## config.mk

```make
export PLATFORM = sky130hd
export DESIGN_NAME = demultiplex_buffered
export DESIGN_NICKNAME = d
export VERILOG_FILES = /design/src/rtl/demultiplex_buffered_pkg.sv /design/src/rtl/demultiplex_slot.sv /design/src/rtl/demultiplex_buffered.sv
export SDC_FILE = /design/constraint.sdc
export NUM_CORES = 1
export LEC_CHECK = 0
export BUFFER_PORTS_ARGS = -buffer_cell sky130_fd_sc_hd__clkbuf_2
export CAP_MARGIN = 20
export CORE_ASPECT_RATIO = 0.7
export CORE_MARGIN = 1
export CORE_UTILIZATION = 39
export DETAILED_ROUTE_END_ITERATION = 10
export PLACE_DENSITY_LB_ADDON = 0.08
export REMOVE_ABC_BUFFERS = 1
export SYNTH_ARGS = -nofsm -noshare
export SYNTH_HDL_FRONTEND = slang
export SYNTH_HIERARCHICAL = 1
export SYNTH_SLANG_ARGS = --single-unit
export TNS_END_PERCENT = 30
```

## constraint.sdc

```tcl
create_clock -name clk -period 1 [get_ports clk]
set_input_delay 0.1 -clock clk [delete_from_list [all_inputs] [get_ports clk]]
set_output_delay 0.1 -clock clk [all_outputs]
set_load 0.03 [all_outputs]
```

## src/rtl/demultiplex_buffered_pkg.sv

```systemverilog
// rtl/demultiplex_buffered_pkg.sv - word classification shared by the demultiplexer top
package demultiplex_buffered_pkg;

    typedef enum logic [1:0] {
        WORD_UNICAST = 2'd0,
        WORD_BCAST   = 2'd1,
        WORD_DROP    = 2'd2
    } word_kind_e;

    // Broadcast takes precedence over select validity; the select field is ignored then.
    function automatic word_kind_e classify(input logic bcast, input logic sel_ok);
        if (bcast)
            return WORD_BCAST;
        else if (sel_ok)
            return WORD_UNICAST;
        else
            return WORD_DROP;
    endfunction

endpackage

```

## src/rtl/demultiplex_slot.sv

```systemverilog
// rtl/demultiplex_slot.sv - one-entry holding slot per master channel
module demultiplex_slot #(
    parameter int W = 8
) (
    input  logic         clk,
    input  logic         rst_n,
    input  logic         i_load,
    input  logic [W-1:0] i_data,
    input  logic         i_drain,
    output logic         o_valid,
    output logic [W-1:0] o_data
);

    logic         r_valid;
    logic [W-1:0] r_data;

    // A load in the same cycle as a drain keeps the slot full for full throughput.
    always_ff @(posedge clk) begin
        if (!rst_n) begin
            r_valid <= 1'b0;
            r_data  <= '0;
        end else if (i_load) begin
            r_valid <= 1'b1;
            r_data  <= i_data;
        end else if (r_valid && i_drain) begin
            r_valid <= 1'b0;
        end
    end

    assign o_valid = r_valid;
    assign o_data  = r_data;

endmodule

```

## src/rtl/demultiplex_buffered.sv

```systemverilog
// rtl/demultiplex_buffered.sv - one-to-N demultiplexer with a registered slot per channel
module demultiplex_buffered
    import demultiplex_buffered_pkg::*;
#(
    parameter  int W     = 8,
    parameter  int N     = 2,
    parameter  int BCAST = 0,
    localparam int S     = $clog2(N),
    localparam int SW    = 1 + S + W
) (
    input  logic           clk,
    input  logic           rst_n,
    input  logic           s_stb,
    input  logic [SW-1:0]  s_dat,
    output logic           s_rdy,
    output logic [N-1:0]   m_stb,
    output logic [N*W-1:0] m_dat,
    input  logic [N-1:0]   m_rdy,
    output logic           err
);

    logic [S-1:0] w_sel;
    logic         w_bc;
    logic         w_sel_ok;
    word_kind_e   w_kind;
    logic [N-1:0] w_valid;
    logic [N-1:0] w_free;
    logic [N-1:0] w_load;
    logic         r_err;

    assign w_sel    = s_dat[W+:S];
    assign w_bc     = (BCAST != 0) && s_dat[W+S];
    assign w_sel_ok = 32'(w_sel) < 32'(N);
    assign w_kind   = classify(w_bc, w_sel_ok);
    assign w_free   = ~w_valid | m_rdy;

    // Broadcast waits for every slot so the channels never see a partial copy.
    always_comb begin
        s_rdy  = 1'b0;
        w_load = '0;
        if (rst_n && s_stb) begin
            case (w_kind)
                WORD_BCAST: s_rdy = &w_free;
                WORD_DROP:  s_rdy = 1'b1;
                default:    s_rdy = w_free[w_sel];
            endcase
        end
        for (int i = 0; i < N; i++) begin
            if (s_rdy && (w_kind == WORD_BCAST ||
                          (w_kind == WORD_UNICAST && w_sel == S'(i))))
                w_load[i] = 1'b1;
        end
    end

    always_ff @(posedge clk) begin
        if (!rst_n)
            r_err <= 1'b0;
        else
            r_err <= s_rdy && (w_kind == WORD_DROP);
    end

    for (genvar g = 0; g < N; g++) begin : g_slot
        demultiplex_slot #(.W(W)) u_slot (
            .clk     (clk),
            .rst_n   (rst_n),
            .i_load  (w_load[g]),
            .i_data  (s_dat[W-1:0]),
            .i_drain (m_rdy[g]),
            .o_valid (w_valid[g]),
            .o_data  (m_dat[g*W+:W])
        );
    end

    assign m_stb = w_valid;
    assign err   = r_err;

endmodule

```

==> results of run 1 <==
[per-stage QoR]
step / area [um^2] / setup TNS, ps
after floorplan: 706 / -15760
after global placement: 977 / -1670
after detailed placement: 977 / -2050
after CTS: 1030 / -3170
after global routing: 1050 / -4240
final: 1050 / -2940
[power by group]
part	switching [uW]	internal, uW
combinational	141	113
sequential	13.1	742
clock	193	139
total	346	994
[state kept, by name, summed over array words and instances (netlist names)]
| signal | cells |
|---|---|
| g_slot.u_slot/o_data | 16 |
| g_slot.u_slot/o_valid | 2 |
[worst max-delay path, cell delays in order, from the launching register on]
cell      delay, ps
dfxtp_2         340
and2_4          130
a221oi_2        250
buf_4           200
[worst paths after layout]
| path | startpoint | endpoint | slack, ps | depth (start not counted) |
|---|---|---|---|---|
| worst max-delay path | g_slot[1].u_slot/o_valid | s_rdy | -280 | 3 |
| worst min-delay path | s_dat[3] | g_slot[0].u_slot/o_data[3] | 100 | 3 |
| worst max register to register | g_slot[1].u_slot/o_valid | g_slot[1].u_slot/o_data[0] | -230 | 5 |
| worst min register to register | g_slot[1].u_slot/o_data[0] | g_slot[1].u_slot/o_data[0] | 520 | 2 |
[routing by layer]
layer / GRT usage / vias to the layer above / wire length (um)
met3: 0.0595 / 0 / 94
met4: 0.0197 / 0 / 0
met1: 0.198 / 253 / 790
li1: - / 304 / -
met5: 0 / - / 0
met2: 0.256 / 20 / 618
[layout by cell type (no fill, tap or decap)]
cell type,netlist,routed
and2_4,1,1
conb_1,1,1
mux2i_1,16,16
buf_2,0,1
buf_6,2,2
buf_8,0,1
buf_4,1,11
inv_1,2,2
nor2b_4,0,1
dfxtp_2,0,2
dfxtp_1,18,16
nor2b_1,19,18
nand2_1,1,1
clkbuf_4,0,3
a211oi_4,0,1
a221oi_2,1,1
clkbuf_2,0,28
nor3_4,0,1
o21a_1,2,2
[logic make-up (layout without fill, tap and decap cells)]
logic type / after synthesis / after routing / synth area share
buffers and inverters: 5 / 48 / 0.0510
muxes: 16 / 16 / 0.218
DFF: 18 / 18 / 0.490
other: 1 / 1 / 0.00510
and+or+nand+nor: 22 / 22 / 0.185
AOI/OAI and AO/OA: 4 / 4 / 0.0510
[cell type report]
class / count / area (um^2)
Fill cell: 170 / 628
Inverter: 2 / 7.51
Timing Repair Buffer: 43 / 265
Multi-Input combinational cell: 43 / 369
Sequential cell: 18 / 363
Tap cell: 21 / 26.3
Clock buffer: 3 / 22.5
[repair_timing]
action,CTS,global route
buffers inserted,1,0
pin swaps,2,1
resized for setup,8,8
endpoints found under the setup margin,20,22
==> run metrics, run 1 <==
Synth top area share=0.490; Core Util, Final=0.626; Antenna Diode Count=0; initial antenna violation count=0; Synth Register Bits=18; ratio of cells with drive above 1 in the final layout=0.486; clk_lat worst skew=280 ps; Min Hold Slack=96.3 ps; RSZ-0062 raised after global routing=yes; total vias in the final route=577; GRT overflow=0; PnR worst setup slack=-285 ps; largest net degree at the start of global routing=19; die width=53.9 um; max-slew violation count=0; GRT Total Usage=0.156; Leakage=0.000467 uW; overall power=1340 uW; CP arrival=1180 ps; DRT Pass-1 Iters=1; Pwr Density=1270 mW/mm^2; Hold Crit Class=in -> reg; async set-reset flop share out of synthesis=0; IO Count=35; Clock Skews=6.45 ps; DP HPWL=1110 um; Worst-path clk slew=90 ps; CP Capture Type=output port; Synth Flop Type=dfxtp_1; top-count cell post-synth=nor2b_1; critical setup path kind=reg -> out; placed cells=126; CTS sink count=18; first-pass GRT wire length=2220 um; wire per inst=11.6 um; GPL Wtd Cong=0.696; violated checks=negative setup slack; MaxCap Viol Count=0; Die Ht=38.3 um; Worst Path Required=900 ps; FMAX=0.778 GHz; Starting Density=0.438; Inserted Clock Buffers=3; register area share after synthesis=0.490; Area contributors post-synth=dfxtp_1 49%, mux2i_1 22%, nor2b_1 16%, buf_6 3.1%, a221oi_2 2.0%; vias in the first global route=516; Antenna Nets Post-Route=0; Post-synth top cells=19 x nor2b_1, 18 x dfxtp_1, 16 x mux2i_1; fin crit share=1.28; Post-Syn Area=736 um^2; drt total wl=1500 um; Tmin final=1280 ps; Post-route DRC=0; VDD IR max=0.880 mV; syn_area_per_cell=11.1 um^2; largest area contributor in the netlist=dfxtp_1; H-tree depth=1; total core area=0.00168 mm^2; Syn Inst Count=66; Critical Path Start Type=register; Root Buffer=clkbuf_4; Post-synth EDFFs=0; CTS Buffer Depth=2; die area=0.00207 mm^2; Hold Violations, Final=0; Place WS=-155 ps; # nets final=126; synth unique cells=13; CTS tree=built; Via-to-Cell Ratio=4.44; row cnt=12; synth-to-layout area growth=43.2%; 1st-iter DRT viols=0; status=complete, but fails checks; # setup viols final=19; CTS Hold Bufs=0; CP Max Fanout=2; fin cells=130; Ys Warns=6; Port Buffers=32
No activity file was read; power rests on OpenSTA's default activity.
==> inputs of run 2 (changes only) <==
--- a/config.mk
+++ b/config.mk
@@ -8,9 +8,11 @@
 export BUFFER_PORTS_ARGS = -buffer_cell sky130_fd_sc_hd__clkbuf_2
 export CAP_MARGIN = 20
 export CORE_ASPECT_RATIO = 0.7
-export CORE_MARGIN = 1
+export CORE_MARGIN = 2
 export CORE_UTILIZATION = 39
+export CTS_BUF_LIST = sky130_fd_sc_hd__clkbuf_16
 export DETAILED_ROUTE_END_ITERATION = 10
+export GPL_TIMING_DRIVEN = 0
 export PLACE_DENSITY_LB_ADDON = 0.08
 export REMOVE_ABC_BUFFERS = 1
 export SYNTH_ARGS = -nofsm -noshare
==> run 2 against run 1 <==
Effect of this change:
- the flow still finishes with violations (negative setup slack)
- worst setup slack gained 40 ps
- via count shrank 1.6%
- die area increased by 9.1%
- clock power grew 130%
- critical path type is now reg -> reg
- design area rose by 1.8%
- hold slack gained 36 ps
- highest routed layer is now met4
- fmax is 3.2% higher
- largest power group is now clock
- critical path depth up 2
- global-route usage is 1.5 points lower
==> run metrics, run 2 (synthesis results as in run 1) <==
GRT Total Usage=0.141; synth-to-layout area growth=45.7%; CP Capture Type=register; # nets final=119; MaxCap Viol Count=0; Die Ht=40.3 um; P_sw=394 uW; Hold Crit Class=in -> reg; row cnt=13; GPL Wtd Cong=0.703; CP arrival=1380 ps; IO Count=35; multi-input gate area in the final layout=372 um^2; Inserted Clock Buffers=3; ratio of cells with drive above 1 in the final layout=0.456; Seq pwr share=0.427; die area=0.00226 mm^2; GRT overflow=0; crit-path leading delay family=flip-flops; drt total wl=1340 um; CP Max Fanout=9; DP HPWL=943 um; wire per inst=10.7 um; slowest cell on the critical path=dfxtp_4; total vias in the final route=568; Worst-path clk slew=50 ps; PnR worst setup slack=-245 ps; Clock Skews=2.49 ps; Buf/Inv on CP=2; max reg flops=16; Port Buffers=32; CP max stage delay=340 ps; commonest non-fill, non-tap cell in the layout=clkbuf_2; RSZ-0062 raised after global routing=yes; Antenna Nets Post-Route=0; Fillers=166; max-slew violation count=0; 1st-iter DRT viols=4; vias in the first global route=509; most frequent cells in the layout=30 x clkbuf_2, 18 x nor2b_1, 16 x mux2i_1, 16 x dfxtp_1, 3 x clkbuf_16; initial antenna violation count=0; # setup viols final=18; DRT Pass-1 Iters=2; H-tree depth=1; first-pass GRT wire length=2300 um; storage element area=365 um^2; Leakage=0.000460 uW; CP cell instances=buf_6 > a211oi_4 > buf_12 > mux2i_1 > nor2b_1; violated checks=negative setup slack; placed cells=117; status=complete, but fails checks; Logic pwr share=0.134; largest net degree at the start of global routing=20; Worst Path Required=1130 ps; power share of the clock group=0.439; critical setup path kind=reg -> reg; FMAX=0.803 GHz; Internal=1370 uW; CTS tree=built; Root Buffer=clkbuf_16; sw frac=0.223; clk_lat worst skew=240 ps; Post-route DRC=0; VDD IR max=1.51 mV; CTS Buffer Depth=2; Core Util, Final=0.589; fin crit share=1.24; CTS sink count=18; Antenna Diode Count=0; total core area=0.00182 mm^2; Via-to-Cell Ratio=4.54; Hold Violations, Final=0; Starting Density=0.404; die width=55.9 um; fin cells=125; Critical Path Start Type=register; Pwr Density=1650 mW/mm^2; Tmin final=1240 ps; CTS Hold Bufs=0
run 2: changes by cell type in the layout (fill, tap and decap cells not counted), moves of 2 or more:
cell | previous run | this run
clkbuf_4 | 3 | 0
clkbuf_2 | 28 | 30
clkbuf_16 | 0 | 3
buf_4 | 11 | 2
buf_12 | 0 | 2
run 2: power by group through the flow:
stage	combinational, uW	sequential [uW]	clock [uW]
after CTS	236	754	802
after global routing	257	757	841
after detailed placement	208	771	0
final	237	755	776
after global placement	203	770	0
after floorplan	80.8	820	0
run 2: repair_timing:
item / in CTS / in global routing
setup endpoints to repair: 19 / 20
cloned: 0 / 0
gates resized for setup: 8 / 4
setup buffers: 4 / 0
pin swaps: 4 / 1
run 2: tightest hold or removal path: cells and delay by family:
kind / cells / cell delay, ps
simple gates: 1 / 90
mux: 1 / 60
buf+inv: 1 / 90
run 2: layout make-up:
type,instances,area share
Multi-Input combinational cell,43,0.347
Sequential cell,18,0.341
Timing Repair Buffer,36,0.207
Clock buffer,3,0.0700
Tap cell,22,0.0257
Inverter,2,0.00700
Clock inverter,1,0.00350
run 2: final timing paths:
check	slack [ps]	endpoint	startpoint	cells past startpoint
max	-240	g_slot[1].u_slot/o_data[6]	g_slot[1].u_slot/o_valid	5
min	130	g_slot[1].u_slot/o_data[3]	s_dat[3]	3
max reg2reg	-240	g_slot[1].u_slot/o_data[6]	g_slot[1].u_slot/o_valid	5
min reg2reg	510	g_slot[0].u_slot/o_data[1]	g_slot[0].u_slot/o_data[1]	2
run 2: through the flow:
stage	TNS [ps]	cell area, um^2	hold slack [ps]	setup slack (ps)	power (uW)
3_5_place_dp	-13830	903	386	-798	978
3_3_place_gp	-23200	893	375	-1340	973
6_report	-2900	1070	133	-245	1770
5_1_grt	-4110	1070	150	-302	1850
2_1_floorplan	-15760	706	218	-888	900
4_1_cts	-3710	1070	132	-271	1790
run 2: layer usage:
| metal | part of all wire | vias up | track usage |
|---|---|---|---|
| li1 | - | 292 | - |
| met1 | 0.48 | 254 | 0.172 |
| met2 | 0.42 | 20 | 0.226 |
| met4 | 0.0090 | 0 | 0.0536 |
| met3 | 0.088 | 2 | 0.0645 |
| met5 | 0 | - | 0 |
==> inputs of run 3 (changes only) <==
--- a/config.mk
+++ b/config.mk
@@ -5,13 +5,12 @@
 export SDC_FILE = /design/constraint.sdc
 export NUM_CORES = 1
 export LEC_CHECK = 0
-export BUFFER_PORTS_ARGS = -buffer_cell sky130_fd_sc_hd__clkbuf_2
 export CAP_MARGIN = 20
-export CORE_ASPECT_RATIO = 0.7
 export CORE_MARGIN = 2
-export CORE_UTILIZATION = 39
+export CORE_UTILIZATION = 52
 export CTS_BUF_LIST = sky130_fd_sc_hd__clkbuf_16
 export DETAILED_ROUTE_END_ITERATION = 10
+export DONT_BUFFER_PORTS = 1
 export GPL_TIMING_DRIVEN = 0
 export PLACE_DENSITY_LB_ADDON = 0.08
 export REMOVE_ABC_BUFFERS = 1
==> run 3 against run 2 <==
Effect of this change:
- the flow still finishes with violations (negative setup slack)
- clock power about the same
- global-route usage is 3.7 points higher
- via count fell by 18%
- critical path type is now reg -> out
- worst setup slack lost 100 ps
- core utilization is 12 points higher
- total power decreased by 2.6%
==> run metrics, run 3 (synthesis results as in run 1) <==
Post-route DRC=0; CP Capture Type=output port; FMAX=0.742 GHz; Die Ht=41.6 um; max reg flops=16; GPL Wtd Cong=0.651; Reg2Reg Depth=5; worst r2r dst=g_slot[0].u_slot/o_data[5]; Setup TNS=-4200 ps; die width=41.6 um; Via-to-Cell Ratio=5.30; Leakage=0.000329 uW; fin cells=88; Root Buffer=clkbuf_16; CTS tree=built; Fillers=97; fin crit share=1.35; GRT overflow=0; Port Buffers=0; MaxCap Viol Count=0; H-tree depth=1; critical setup path kind=reg -> out; largest net degree at the start of global routing=18; Worst-path clk slew=50 ps; Antenna Diode Count=0; GRT Total Usage=0.178; hold-critical path depth=1; drt total wl=1490 um; first-pass GRT wire length=2220 um; CP arrival=1250 ps; met2 GRT Util=0.284; 1st-iter DRT viols=0; Hold Violations, Final=0; status=complete, but fails checks; total core area=0.00132 mm^2; RSZ-0062 raised after global routing=yes; Worst Path Required=900 ps; Hold Crit Class=in -> reg; Min-Delay Endpoint=g_slot[1].u_slot/o_data[0]; Tmin final=1350 ps; CP Max Fanout=4; die area=0.00173 mm^2; # nets final=89; CTS Buffer Depth=2; DP HPWL=837 um; most frequent cells in the layout=18 x nor2b_1, 16 x mux2i_1, 16 x dfxtp_1; Worst Hold Launch=rst_n; max-slew violation count=0; placed cells=79; PnR worst setup slack=-347 ps; total vias in the final route=466; met3 Use GR=0.0739; Pwr Density=1840 mW/mm^2; layer with the highest usage=met2; R2R setup slack=-280 ps; # setup viols final=19; DRT Pass-1 Iters=1; clk_lat worst skew=240 ps; wire per inst=16.9 um; GR Util met1=0.191; row cnt=13; vias in the first global route=501; initial antenna violation count=0; Inserted Clock Buffers=3; Antenna Nets Post-Route=0; commonest non-fill, non-tap cell in the layout=nor2b_1; synth-to-layout area growth=27.0%; ratio of cells with drive above 1 in the final layout=0.205; Critical Path Start Type=register; VDD IR max=1.06 mV; violated checks=negative setup slack; reg2reg start=g_slot[0].u_slot/o_valid; CTS sink count=18; Starting Density=0.558; IO Count=35; Clock Skews=2.39 ps; overall power=1720 uW; Core Util, Final=0.709
==> run 3: worst max path at each step <==
stage | startpoint | end | slack (ps) | cells after the start
2_1_floorplan | g_slot[0].u_slot/o_valid | g_slot[0].u_slot/o_data[0] | -890 | 4
3_3_place_gp | g_slot[1].u_slot/o_valid | g_slot[1].u_slot/o_data[1] | -1290 | 3
3_5_place_dp | g_slot[0].u_slot/o_valid | g_slot[0].u_slot/o_data[0] | -750 | 4
4_1_cts | g_slot[1].u_slot/o_valid | s_rdy | -340 | 2
5_1_grt | g_slot[1].u_slot/o_valid | s_rdy | -380 | 2
6_report | g_slot[1].u_slot/o_valid | s_rdy | -350 | 2
==> run 3: timing repair <==
| item | CTS | global route |
|---|---|---|
| hold buffers | 1 | 0 |
| hold endpoints to repair | 17 | 0 |
| endpoints found under the setup margin | 19 | 19 |
| gates resized for setup | 10 | 0 |
| setup buffers | 1 | 2 |
| pin swaps | 4 | 1 |
| cloned | 0 | 1 |
==> run 3: layout make-up <==
class	count	area, um^2	area share
multi-input cells	43	380	0.407
well taps	15	18.8	0.0201
inverters	2	7.51	0.00803
clock buffers	3	75.1	0.0803
flip-flops and latches	18	368	0.394
repair buffers	6	81.3	0.0870
clock inverters	1	3.75	0.00402
==> run 3: report_power, final <==
part           internal (uW)  switching [uW]  total [uW]
clock network            530             247         777
registers                741            66.3         807
logic                   71.3            66.0         137
total                   1340             379        1720
==> run 3: worst max-delay path, stage by stage (launching register included) <==
cell and delay [ps]:
dfxtp_4 390, and2_4 160, a221oi_4 450
==> run 3: stage by stage <==
step	instance area, um^2	setup slack [ps]	hold WS [ps]
floorplan	706	-888	218
global placement	724	-1290	220
detailed placement	742	-746	224
CTS	895	-342	19.2
global route	935	-376	16.6
finish	935	-347	17.1
==> run 3: routing by layer <==
metal / part of all wire / wire [um] / vias to the layer above
li1: - / - / 231
met1: 0.39 / 586 / 212
met2: 0.50 / 744 / 21
met3: 0.095 / 141 / 2
met4: 0.0094 / 14 / 0
met5: 0 / 0 / -
